--- config.mk ---
export PLATFORM = sky130hd
export DESIGN_NAME = ws2812_chain
export DESIGN_NICKNAME = d
export VERILOG_FILES = /design/src/rtl/ws2812_pkg.sv /design/src/rtl/ws2812_pixel_ram.sv /design/src/rtl/ws2812_chain.sv
export SDC_FILE = /design/constraint.sdc
export NUM_CORES = 1
export LEC_CHECK = 0
export ABC_AREA = 1
export BUFFER_PORTS_ARGS = -buffer_cell sky130_fd_sc_hd__buf_4
export CORE_ASPECT_RATIO = 0.6
export CORE_MARGIN = 2
export CORE_UTILIZATION = 30
export DETAILED_ROUTE_END_ITERATION = 10
export SYNTH_ARGS = -nofsm -noshare
export SYNTH_HDL_FRONTEND = slang
export SYNTH_SLANG_ARGS = --single-unit
--- constraint.sdc ---
create_clock -name clk -period 1.6 [get_ports clk]
set_input_delay 0.08 -clock clk [delete_from_list [all_inputs] [get_ports clk]]
set_output_delay 0.08 -clock clk [all_outputs]
set_load 0.02 [all_outputs]
--- src/rtl/ws2812_pkg.sv ---
// WS2812 chain driver: shared state encoding and timing helpers.
// Cycle counts are rounded to the nearest clock period.
package ws2812_pkg;

    typedef enum logic [2:0] {
        ST_IDLE,
        ST_LOAD,
        ST_HIGH,
        ST_LOW,
        ST_LATCH
    } state_e;

    function automatic longint n_cycles(longint clk_fre, longint t_ns);
        return (clk_fre / 1000 * t_ns + 500000) / 1000000;
    endfunction

    // The wire order is G, R, B with each byte MSB first.
    function automatic logic [23:0] to_grb(logic [23:0] rgb);
        return {rgb[15:8], rgb[23:16], rgb[7:0]};
    endfunction

endpackage

--- src/rtl/ws2812_pixel_ram.sv ---
// Pixel buffer: one write port, one registered read port.
// Contents survive reset; only the read register is cleared.
module ws2812_pixel_ram #(
    parameter int NUM_LEDS = 8,
    parameter int AW       = 3
) (
    input  logic          clk,
    input  logic          rst_n,
    input  logic          we_i,
    input  logic [AW-1:0] waddr_i,
    input  logic [23:0]   wdata_i,
    input  logic          re_i,
    input  logic [AW-1:0] raddr_i,
    output logic [23:0]   rdata_o
);

    localparam logic [AW:0] DEPTH = (AW+1)'(NUM_LEDS);

    logic [23:0] mem_q [NUM_LEDS];
    logic [23:0] rdata_q;

    always_ff @(posedge clk) begin
        if (we_i && ({1'b0, waddr_i} < DEPTH)) begin
            mem_q[waddr_i] <= wdata_i;
        end
    end

    always_ff @(posedge clk or negedge rst_n) begin
        if (!rst_n) begin
            rdata_q <= '0;
        end else if (re_i) begin
            rdata_q <= mem_q[raddr_i];
        end
    end

    assign rdata_o = rdata_q;

endmodule

--- src/rtl/ws2812_chain.sv ---
// WS2812 serial driver: frames the pixel buffer onto one data line,
// GRB order, MSB first, followed by a low latch period.
module ws2812_chain
    import ws2812_pkg::*;
#(
    parameter int NUM_LEDS     = 8,
    parameter int CLK_FRE      = 27_000_000,
    parameter int T0H_NS       = 400,
    parameter int T1H_NS       = 850,
    parameter int TBIT_NS      = 1250,
    parameter int RESET_US     = 80,
    parameter int AUTO_REFRESH = 0
) (
    input  logic clk,
    input  logic rst_n,
    input  logic wr_en,
    input  logic [$clog2(NUM_LEDS > 1 ? NUM_LEDS : 2)-1:0] wr_addr,
    input  logic [23:0] wr_rgb,
    input  logic start,
    output logic busy,
    output logic done,
    output logic dout
);

    localparam int AW   = $clog2(NUM_LEDS > 1 ? NUM_LEDS : 2);
    localparam int T0H  = int'(n_cycles(CLK_FRE, T0H_NS));
    localparam int T1H  = int'(n_cycles(CLK_FRE, T1H_NS));
    localparam int TBIT = int'(n_cycles(CLK_FRE, TBIT_NS));
    localparam int T0L  = TBIT - T0H;
    localparam int T1L  = TBIT - T1H;
    localparam int TRST = int'(n_cycles(CLK_FRE, longint'(RESET_US) * 1000));
    localparam int CW   = $clog2((TRST > TBIT ? TRST : TBIT) + 1);

    localparam logic [CW-1:0] C_T0H    = CW'(T0H - 1);
    localparam logic [CW-1:0] C_T1H    = CW'(T1H - 1);
    localparam logic [CW-1:0] C_T0L    = CW'(T0L - 1);
    localparam logic [CW-1:0] C_T1L    = CW'(T1L - 1);
    localparam logic [CW-1:0] C_T0L_LD = CW'(T0L - 2);
    localparam logic [CW-1:0] C_T1L_LD = CW'(T1L - 2);
    localparam logic [CW-1:0] C_TRST   = CW'(TRST - 1);
    localparam logic [AW-1:0] LAST_LED = AW'(NUM_LEDS - 1);

    state_e        state_q;
    logic [CW-1:0] cnt_q;
    logic [4:0]    bit_q;
    logic [AW-1:0] led_q;
    logic [23:0]   shift_q;
    logic          dout_q;
    logic          busy_q;
    logic          done_q;

    logic          go_d;
    logic          boundary_d;
    logic          rd_en_d;
    logic [AW-1:0] rd_addr_d;
    logic [23:0]   rd_data;
    logic [23:0]   load_grb_d;
    logic [CW-1:0] low_cnt_d;

    ws2812_pixel_ram #(
        .NUM_LEDS(NUM_LEDS),
        .AW      (AW)
    ) u_ram (
        .clk    (clk),
        .rst_n  (rst_n),
        .we_i   (wr_en),
        .waddr_i(wr_addr),
        .wdata_i(wr_rgb),
        .re_i   (rd_en_d),
        .raddr_i(rd_addr_d),
        .rdata_o(rd_data)
    );

    // Next LED's pixel is fetched in the last low cycle so LOAD sees it.
    always_comb begin
        go_d       = (state_q == ST_IDLE) && (start || (AUTO_REFRESH != 0));
        boundary_d = (bit_q == '0) && (led_q != LAST_LED);
        rd_en_d    = go_d
                   || ((state_q == ST_LOW) && (cnt_q == '0) && boundary_d);
        rd_addr_d  = go_d ? '0 : led_q + AW'(1);
        load_grb_d = to_grb(rd_data);
        if (shift_q[23]) begin
            low_cnt_d = boundary_d ? C_T1L_LD : C_T1L;
        end else begin
            low_cnt_d = boundary_d ? C_T0L_LD : C_T0L;
        end
    end

    always_ff @(posedge clk or negedge rst_n) begin
        if (!rst_n) begin
            state_q <= ST_IDLE;
            cnt_q   <= '0;
            bit_q   <= '0;
            led_q   <= '0;
            shift_q <= '0;
            dout_q  <= 1'b0;
            busy_q  <= 1'b0;
            done_q  <= 1'b0;
        end else begin
            done_q <= 1'b0;
            unique case (state_q)
                ST_IDLE: begin
                    dout_q <= 1'b0;
                    if (go_d) begin
                        state_q <= ST_LOAD;
                        busy_q  <= 1'b1;
                        led_q   <= '0;
                    end
                end
                ST_LOAD: begin
                    shift_q <= load_grb_d;
                    bit_q   <= 5'd23;
                    cnt_q   <= load_grb_d[23] ? C_T1H : C_T0H;
                    dout_q  <= 1'b1;
                    state_q <= ST_HIGH;
                end
                ST_HIGH: begin
                    if (cnt_q == '0) begin
                        dout_q  <= 1'b0;
                        cnt_q   <= low_cnt_d;
                        state_q <= ST_LOW;
                    end else begin
                        cnt_q <= cnt_q - CW'(1);
                    end
                end
                ST_LOW: begin
                    if (cnt_q != '0) begin
                        cnt_q <= cnt_q - CW'(1);
                    end else if (bit_q != '0) begin
                        bit_q   <= bit_q - 5'd1;
                        shift_q <= {shift_q[22:0], 1'b0};
                        cnt_q   <= shift_q[22] ? C_T1H : C_T0H;
                        dout_q  <= 1'b1;
                        state_q <= ST_HIGH;
                    end else if (led_q == LAST_LED) begin
                        cnt_q   <= C_TRST;
                        state_q <= ST_LATCH;
                    end else begin
                        led_q   <= led_q + AW'(1);
                        state_q <= ST_LOAD;
                    end
                end
                ST_LATCH: begin
                    if (cnt_q == '0) begin
                        busy_q  <= 1'b0;
                        done_q  <= 1'b1;
                        state_q <= ST_IDLE;
                    end else begin
                        cnt_q <= cnt_q - CW'(1);
                    end
                end
                default: state_q <= ST_IDLE;
            endcase
        end
    end

    assign dout = dout_q;
    assign busy = busy_q;
    assign done = done_q;

endmodule
# Yosys cells after proc, flatten, opt, wreduce, memory -nomap -nowiden
# Memory sizes are Yosys's and may differ from the RTL's. A register that Yosys moved wholly into a read port is not among the register bits.
# Index checks and enable logic that the tools add are counted.
# W data, S select, Z words.
[totals]
reg_bits = 50
latchBits = 0
ram_bits = 192
mem_bits_ro = 0
wordCells = 89
memories = 1
[op_classes]
add_sub_neg = 3
n_mul = 0
n_div = 0
n_lt_le_gt_ge = 0
n_eq_ne = 15
n_shift = 0
n_mux = 40
bitwise = 0
n_reduce_logical = 22
[memory_table]
columns = ["name", "depth", "word_bits", "read_ports", "rd_clocked_by_memory_dff", "wr", "line_no", "text"]
rows = [
  ["u_ram.mem_q", 8, 24, 1, 1, 1, "ws2812_pixel_ram.sv:19", "logic [23:0] mem_q [NUM_LEDS];"],
]
[ops]
columns = ["operator", "n"]
rows = [
  ["$mux W12", 6],
  ["$mux W24", 2],
  ["$pmux W12 S4", 1],
  ["$pmux W24 S2", 1],
  ["$mux W3", 11],
  ["$mux W5", 4],
  ["$pmux W3 S5", 1],
  ["$ne A2 B2 Y1 const B", 7],
  ["$logic_not A12 Y1", 1],
  ["$reduce_bool A12 Y1", 1],
  ["$sub A12 B1 Y12 const B", 1],
  ["$pmux W5 S2", 1],
  ["$reduce_and A3 Y1", 3],
  ["$mux W1", 8],
  ["$reduce_and A4 Y1", 2],
  ["$reduce_bool A4 Y1", 2],
  ["$eq A3 B2 Y1 const B", 2],
  ["$eq A3 B3 Y1 const B", 2],
  ["$pmux W3 S2", 1],
  ["$reduce_bool A2 Y1", 3],
  ["$logic_not A5 Y1", 1],
  ["$reduce_and A5 Y1", 1],
  ["$reduce_bool A5 Y1", 1],
  ["$sub A5 B1 Y5 const B", 1],
  ["12 further kinds", 16],
]

# Logic depth before layout (Yosys ltp)
# Gate-level depths: netlist (run 1).
[logic_depth]
depth_word = 6
mapped_depth = 12
depth_no_buf = 11

# Cells and area by module
# A second synthesis (run 1) with hierarchy kept.
[hier_totals]
hier_cells = 1250
hier_area_um2 = 12117.9
[modules_own_cells]
columns = ["mod", "instances", "cells_per_inst", "area_each_um2", "seq_area_each_um2"]
rows = [
  ["ws2812_pixel_ram", 1, 854, 9021.2, 6366.1],
  ["ws2812_chain", 1, 396, 3096.7, 1251.2],
]

# Worst setup path before layout (run 1)
# No wires, ideal clock.
[synth_path]
kind = "reg2reg"
start = "register cnt_q[0]"
end = "register cnt_q[0]"
setup_ps = 116
t_arrival_ps = 1646
path_slack_ps = -163
stages_incl_launch_ff = 13
n_path_buf = 1
period_less_slack_ps = 1763
path_cell_list = "dfrtp_1 -> inv_1 -> ha_1 -> nand2_1 -> nor2_4 -> nand2_2 -> buf_2 -> nand2_1 -> o211ai_2 -> nand2_1 -> nand2_1 -> nand2_1 -> nand2_1"
[synth_between]
elab_chain_len = 3
[synth_rtl]
columns = ["item", "line_no", "text"]
rows = [
  ["start, declared", "ws2812_chain.sv:44", "logic [CW-1:0] cnt_q;"],
  ["start signal, assigned", "ws2812_chain.sv:113", "cnt_q <= load_grb_d[23] ? C_T1H : C_T0H;"],
  ["start signal, assigned", "ws2812_chain.sv:120", "cnt_q <= low_cnt_d;"],
  ["start signal, assigned", "ws2812_chain.sv:123", "cnt_q <= cnt_q - CW'(1);"],
  ["$sub A12 B1 Y12, or another cell as far along", "ws2812_chain.sv:123, ws2812_chain.sv:128, ws2812_chain.sv:149", ""],
  ["$mux W12, or another cell as far along", "ws2812_chain.sv:144", "if (cnt_q == '0) begin"],
  ["$pmux W12 S4 / $reduce_and A3 Y1 (equally long branches)", "-", ""],
]
# Parallel ways exist; a longest one is shown, timed or not. The select of a mux whose other input is x is not followed.
# A chain may end at the register's enable or synchronous reset.

# Worst setup path in the final report (run 1)
[layout_path]
start = "register cnt_q[5]"
end = "register cnt_q[6]"
# Same word-level chain as after synthesis.

==> impl_metrics.json, run 1 <==
{
  "rsz0062_at_grt": "yes",
  "synth_cell_types": 39,
  "clkPwrFrac_pct": 25.9,
  "avgSynthCellArea_um2": 10.17,
  "grt-ovfl-total": 0,
  "top_layer_used": "met4",
  "powerDensity_mw_per_mm2": 1543,
  "r2r_setup_slack_ps": -140,
  "wl_mm": 32.16,
  "die_h_um": 158.5,
  "startpoint_type": "register",
  "wl_met3_mm": 2.076,
  "viasPerCell": 4.787,
  "clkTransAtPathRegs_ps": 70,
  "maxSlewViolCount": 0,
  "grt_pass1_wl_mm": 49.80,
  "place.gp.congestion": 0.8188,
  "wirelength_met1_mm": 15.59,
  "avgRoutedWirePerCell_um": 17.15,
  "postSynthCellCount": 1173,
  "outcome": "complete, but fails checks",
  "p_int_mw": 15.86,
  "syn_area_mm2": 0.01194,
  "grt_pass1_vias": 8713,
  "h-tree-depth": 1,
  "mostFrequentLayoutCells": "nand2_1 (229), edfxtp_1 (192), nand3_1 (130)",
  "ios": 34,
  "post-route-period-util_pct": 108.9,
  "initial_core_util_pct": 30.47,
  "hold_class": "in2async",
  "drive_above_1_share_pct": 24.98,
  "r2r_start": "cnt_q[5]$_DFFE_PN0P_",
  "finalWorstSetupSlack_ps": -141.9,
  "dp_hpwl_mm": 18.91,
  "setup_viol": 62,
  "grt_use_total_pct": 15.61,
  "switching_share_pct": 34.94,
  "antenna_cells": 0,
  "nNetsFinal": 1369,
  "antenna_found_initial": 0,
  "p_leak_nw": 6.521,
  "crit_path_end_kind": "register",
  "cpPeakStageDelay_ps": 390,
  "io_buffers": 33,
  "drt_iter0_drc": 906,
  "worst_clock_skew_ps": 12.06,
  "r2r_cells": 9,
  "maxSlewHeadroom_pct": 73.36,
  "layout_min_cycle_time_ps": 1742,
  "cp_top_family": "simple AND/OR/NAND/NOR gates",
  "synth-seq-area-share_pct": 63.82,
  "ys_seq_elements": 266,
  "die_x_um": 261.5,
  "comb_power_share_pct": 38.0,
  "arrival_ps": 2170,
  "yosys_warnings": 0,
  "ant_nets": 0,
  "numCtsBuffers": 26,
  "crit_type": "reg2reg",
  "cap_violations": 0,
  "met2_length_mm": 13.84,
  "grt_max_degree": 51,
  "cts_buffer_depth": 3,
  "clk_root_buffer_cell": "clkbuf_16",
  "first_pass_iters": 5,
  "fmax_mhz": 574.1,
  "hold_viol_final": 0,
  "worstMarginPinSlew_ps": 399.6,
  "crit_path_top_delay_cell": "dfrtp_1",
  "syn-num-nets": 1209,
  "worstPathMaxFanout": 10,
  "core_mm2": 0.03917,
  "area_growth_pct": 32.36,
  "cts.sinks": 266,
  "via_count": 8976,
  "fp-row-count": 56,
  "holdWs_ps": 21.14,
  "post-route-drc-count": 0,
  "die_area_mm2": 0.04145,
  "ir_worst_vdd_mv": 0.6967,
  "violations": "setup timing",
  "path_buf_inv": 2,
  "p_total_mw": 24.38,
  "cp_cell_sequence": "nor2_2 -> nand2_2 -> nor2_4 -> buf_12 -> nand4_4 -> nand3_2 -> inv_2 -> nand3_1 -> o21ai_0",
  "required_ps": 2030,
  "clkLatencyLatePin_ps": 550,
  "final_common_cell": "nand2_1",
  "switchingPower_mw": 8.520,
  "r2r-end": "cnt_q[6]$_DFFE_PN0P_",
  "p_seq_share_pct": 36.1,
  "cts_tree": "done"
}
## routing by layer
metal,global-route usage [%],up-vias
met5,0,-
met4,3.734,0
met3,2.690,47
met2,23.17,281
met1,23.53,4372
li1,-,4276
## power by group through the flow
stage | Combinational [mW] | Clock (mW) | Sequential [mW]
global placement | 7.09 | 0 | 8.89
CTS | 8.28 | 6.45 | 8.79
global route | 10.1 | 6.68 | 8.91
floorplan | 4.39 | 0 | 8.84
finish | 9.27 | 6.30 | 8.81
detailed placement | 7.18 | 0 | 8.91
## cell type report
cell class              count  area, um2
clock buffers              35      735.7
clock inverters            13      133.9
fillers                  3709      23370
inverters                 114      459.2
multi-input cells         733       4094
flip-flops and latches    266       7617
well taps                 522      653.1
repair buffers            192       2105
## flip-flops by register name (all words and copies together), names as in the netlist
register / cells
bit_q: 5
u_ram.mem_q: 192
dout: 1
done: 1
cnt_q: 12
state_q: 3
shift_q: 24
led_q: 3
busy: 1
u_ram.rdata_o: 24
## synthesized netlist by cell type, drive strengths merged
| cell type | count | share of area (%) |
|---|---|---|
| xor2 | 6 | 0.44 |
| o21ai | 79 | 3.3 |
| and2 | 1 | 0.052 |
| or2 | 1 | 0.052 |
| o21bai | 1 | 0.063 |
| buf | 42 | 2.1 |
| nor2 | 133 | 4.5 |
| o21a | 1 | 0.063 |
| o2111ai | 1 | 0.073 |
| nand2 | 257 | 8.3 |
| a211oi | 1 | 0.063 |
| o31ai | 1 | 0.063 |
| ha | 5 | 0.52 |
| dfrtp | 74 | 16 |
| o22ai | 1 | 0.052 |
| nand4 | 11 | 0.83 |
| nand3b | 72 | 4.5 |
| a31oi | 2 | 0.10 |
| nor3 | 2 | 0.18 |
| clkbuf | 18 | 0.57 |
| o32ai | 1 | 0.073 |
| nand3 | 156 | 6.6 |
| edfxtp | 192 | 48 |
| inv | 114 | 3.6 |
| o211ai | 1 | 0.10 |
## cell families (layout without fill, tap and decap cells)
family                     Yosys count  after routing  synth area share (%)
and+or+nand+nor                    633            633                 25.00
DFF                                266            266                 63.82
buffers and inverters              174            354                 6.238
AOI/OAI and AO/OA                   89             89                 3.973
xor gates and xnor gates             6              6                0.4403
adders and majority gates            5              5                0.5242
## how the worst max path moves through the flow
stage	to	cells past startpoint	from	slack, ps
4_1_cts	u_ram.rdata_o[12]$_DFFE_PN0P_	11	cnt_q[0]$_DFFE_PN0P_	-150
2_1_floorplan	u_ram.mem_q[0][0]$_DFFE_PP_	3	wr_addr[0]	-50
5_1_grt	bit_q[2]$_DFFE_PN0P_	10	cnt_q[5]$_DFFE_PN0P_	-250
3_5_place_dp	u_ram.rdata_o[1]$_DFFE_PN0P_	9	led_q[0]$_DFFE_PN0P_	-150
6_report	cnt_q[6]$_DFFE_PN0P_	9	cnt_q[5]$_DFFE_PN0P_	-140
3_3_place_gp	u_ram.rdata_o[1]$_DFFE_PN0P_	9	led_q[0]$_DFFE_PN0P_	-130
## metrics by stage
| stage | setup TNS [ps] | instance area [um2] | cells | utilization [%] | worst slack, ps |
|---|---|---|---|---|---|
| detailed placement | -6309 | 13710 | 1773 | 35.01 | -149.8 |
| global placement | -4179 | 13710 | 1773 | 35.01 | -128.8 |
| CTS | -6436 | 15300 | 1865 | 39.05 | -146.6 |
| finish | -5313 | 15800 | 1875 | 40.33 | -141.9 |
| floorplan | -6032 | 12010 | 1173 | - | -50.22 |
| global route | -11370 | 15800 | 1875 | 40.33 | -251.1 |
## timing repair
action / 4_1_cts / 5_1_grt
resized for setup: 49 / 122
endpoints found under the hold margin: 269 / 0
setup buffers: 13 / 11
gates cloned: 6 / 4
pin swaps: 7 / 35
endpoints found under the setup margin: 69 / 73
hold buffers: 26 / 0
Note: power is estimated with default switching activity, not from simulation.
==> run 2, diff against run 1 <==
--- a/config.mk
+++ b/config.mk
@@ -9,8 +9,9 @@
 export BUFFER_PORTS_ARGS = -buffer_cell sky130_fd_sc_hd__buf_4
 export CORE_ASPECT_RATIO = 0.6
 export CORE_MARGIN = 2
-export CORE_UTILIZATION = 30
+export CORE_UTILIZATION = 56
 export DETAILED_ROUTE_END_ITERATION = 10
+export PLACE_DENSITY_LB_ADDON = 0.1
 export SYNTH_ARGS = -nofsm -noshare
 export SYNTH_HDL_FRONTEND = slang
 export SYNTH_SLANG_ARGS = --single-unit
==> impl_metrics.json, run 2 (synthesized netlist as in run 1, its figures left out) <==
{
  "outcome": "complete, but fails checks",
  "violations": "setup timing",
  "mostFrequentLayoutCells": "nand2_1 (206), edfxtp_1 (192), nand3_1 (120)",
  "drive_above_1_share_pct": 26.22,
  "cap_violations": 0,
  "nNetsFinal": 1353,
  "numCtsBuffers": 25,
  "antenna_found_initial": 0,
  "die_x_um": 192.5,
  "grt-ovfl-total": 0,
  "crit_type": "reg2reg",
  "p_leak_nw": 6.406,
  "first_pass_iters": 5,
  "fmax_mhz": 575.4,
  "fp-row-count": 41,
  "ir_worst_vdd_mv": 0.9127,
  "worstPathMaxFanout": 12,
  "worst_clock_skew_ps": 23.70,
  "maxSlewHeadroom_pct": 68.83,
  "startpoint_type": "register",
  "avgRoutedWirePerCell_um": 18.56,
  "largest_register": "u_ram.mem_q",
  "initial_core_util_pct": 56.88,
  "drt_iter0_drc": 867,
  "wl_mm": 29.96,
  "h-tree-depth": 1,
  "hold_class": "in2async",
  "fin_tns_setup_ps": -3745,
  "grt_pass1_wl_mm": 45.80,
  "worstMarginPinSlew_ps": 467.5,
  "place.gp.congestion": 0.9032,
  "ant_nets": 0,
  "core_mm2": 0.02098,
  "cts.sinks": 266,
  "dp_hpwl_mm": 17.55,
  "required_ps": 2020,
  "die_area_mm2": 0.02254,
  "grt_use_total_pct": 26.76,
  "p_total_mw": 23.89,
  "powerDensity_mw_per_mm2": 1556,
  "largest_reg_flops": 192,
  "via_count": 8887,
  "cts_tree": "done",
  "holdWs_ps": 63.96,
  "crit_path_end_kind": "register",
  "finalWorstSetupSlack_ps": -137.9,
  "fin_area_mm2": 0.01535,
  "maxSlewViolCount": 0,
  "post-route-period-util_pct": 108.6,
  "io_buffers": 33,
  "setup_viol": 45,
  "area_growth_pct": 28.62,
  "final_common_cell": "nand2_1",
  "clk_root_buffer_cell": "clkbuf_16",
  "arrival_ps": 2150,
  "rsz0062_at_grt": "yes",
  "antenna_cells": 0,
  "fillers": 1451,
  "post-place-ws_ps": -147.0,
  "die_h_um": 117.1,
  "grt_pass1_vias": 8226,
  "hold_viol_final": 0,
  "ff_latch_area_mm2": 0.007619,
  "ios": 34,
  "post_dp_cell_area_mm2": 0.01337,
  "multi_input_area_mm2": 0.004205,
  "viasPerCell": 5.506,
  "grt_max_degree": 35,
  "cts_buffer_depth": 3,
  "post-route-drc-count": 0,
  "layout_min_cycle_time_ps": 1738,
  "clkLatencyLatePin_ps": 520,
  "r2r_setup_slack_ps": -140,
  "clkTransAtPathRegs_ps": 70
}
## run 2: cell types whose count changed in the layout (fill, tap and decap cells not counted), sizes merged
| cell | delta |
|---|---|
| clkinv | +3 |
| inv | -2 |
| bufinv | +1 |
| clkbuf | -8 |
| buf | -12 |
## run 2: final timing paths
kind / startpoint / endpoint / cells after the start
max in group asynchronous: rst_n / shift_q[22]$_DFFE_PN0P_ / 3
min in group clk: wr_addr[2] / u_ram.mem_q[5][6]$_DFFE_PP_ / 4
min reg2reg: u_ram.rdata_o[3]$_DFFE_PN0P_ / u_ram.rdata_o[3]$_DFFE_PN0P_ / 2
min: rst_n / cnt_q[8]$_DFFE_PN0P_ / 2
max reg2reg: led_q[1]$_DFFE_PN0P_ / u_ram.rdata_o[6]$_DFFE_PN0P_ / 8
max: led_q[1]$_DFFE_PN0P_ / u_ram.rdata_o[6]$_DFFE_PN0P_ / 8
## run 2: cell type report
class                      instances  area share, %
clock inverter                    15          1.051
tap                              279          2.274
sequential                       266          49.63
clock buffer                      30          4.263
timing repair buffer             177          12.28
multi-input combinational        733          27.39
inverter                         114          3.105
## run 2: critical path, stage by stage (launching register included)
cell,delay [ps]
dfrtp_1,390
ha_2,190
ha_4,300
nand2_8,80
buf_4,190
nand3_1,120
nand3_1,170
nand3_4,130
nand2_2,50
## run 2: layer usage
| metal | up-vias | wire (um) | global-route usage (%) |
|---|---|---|---|
| met2 | 346 | 13570 | 41.08 |
| met1 | 4258 | 13770 | 41.84 |
| li1 | 4242 | - | - |
| met4 | 0 | 426 | 4.529 |
| met5 | - | 0 | 0 |
| met3 | 41 | 2195 | 3.369 |
## run 2: power breakdown
group	switching (mW)	internal, mW
combinational	5.42	3.66
sequential	0.450	8.37
clock	2.58	3.42
## run 2: what timing repair did
action	in CTS	in global routing
buffers inserted	11	8
endpoints found under the setup margin	69	72
hold endpoints to repair	268	0
gates resized for setup	81	118
pin swaps	17	51
hold buffers	26	0
gates cloned	5	1
## run 2: stage by stage
stage                     util, %  cells
final                       73.16   1614
after global routing        73.16   1614
after CTS                   71.20   1610
after detailed placement    63.71   1523
after global placement      63.71   1523
after floorplan                 -   1173
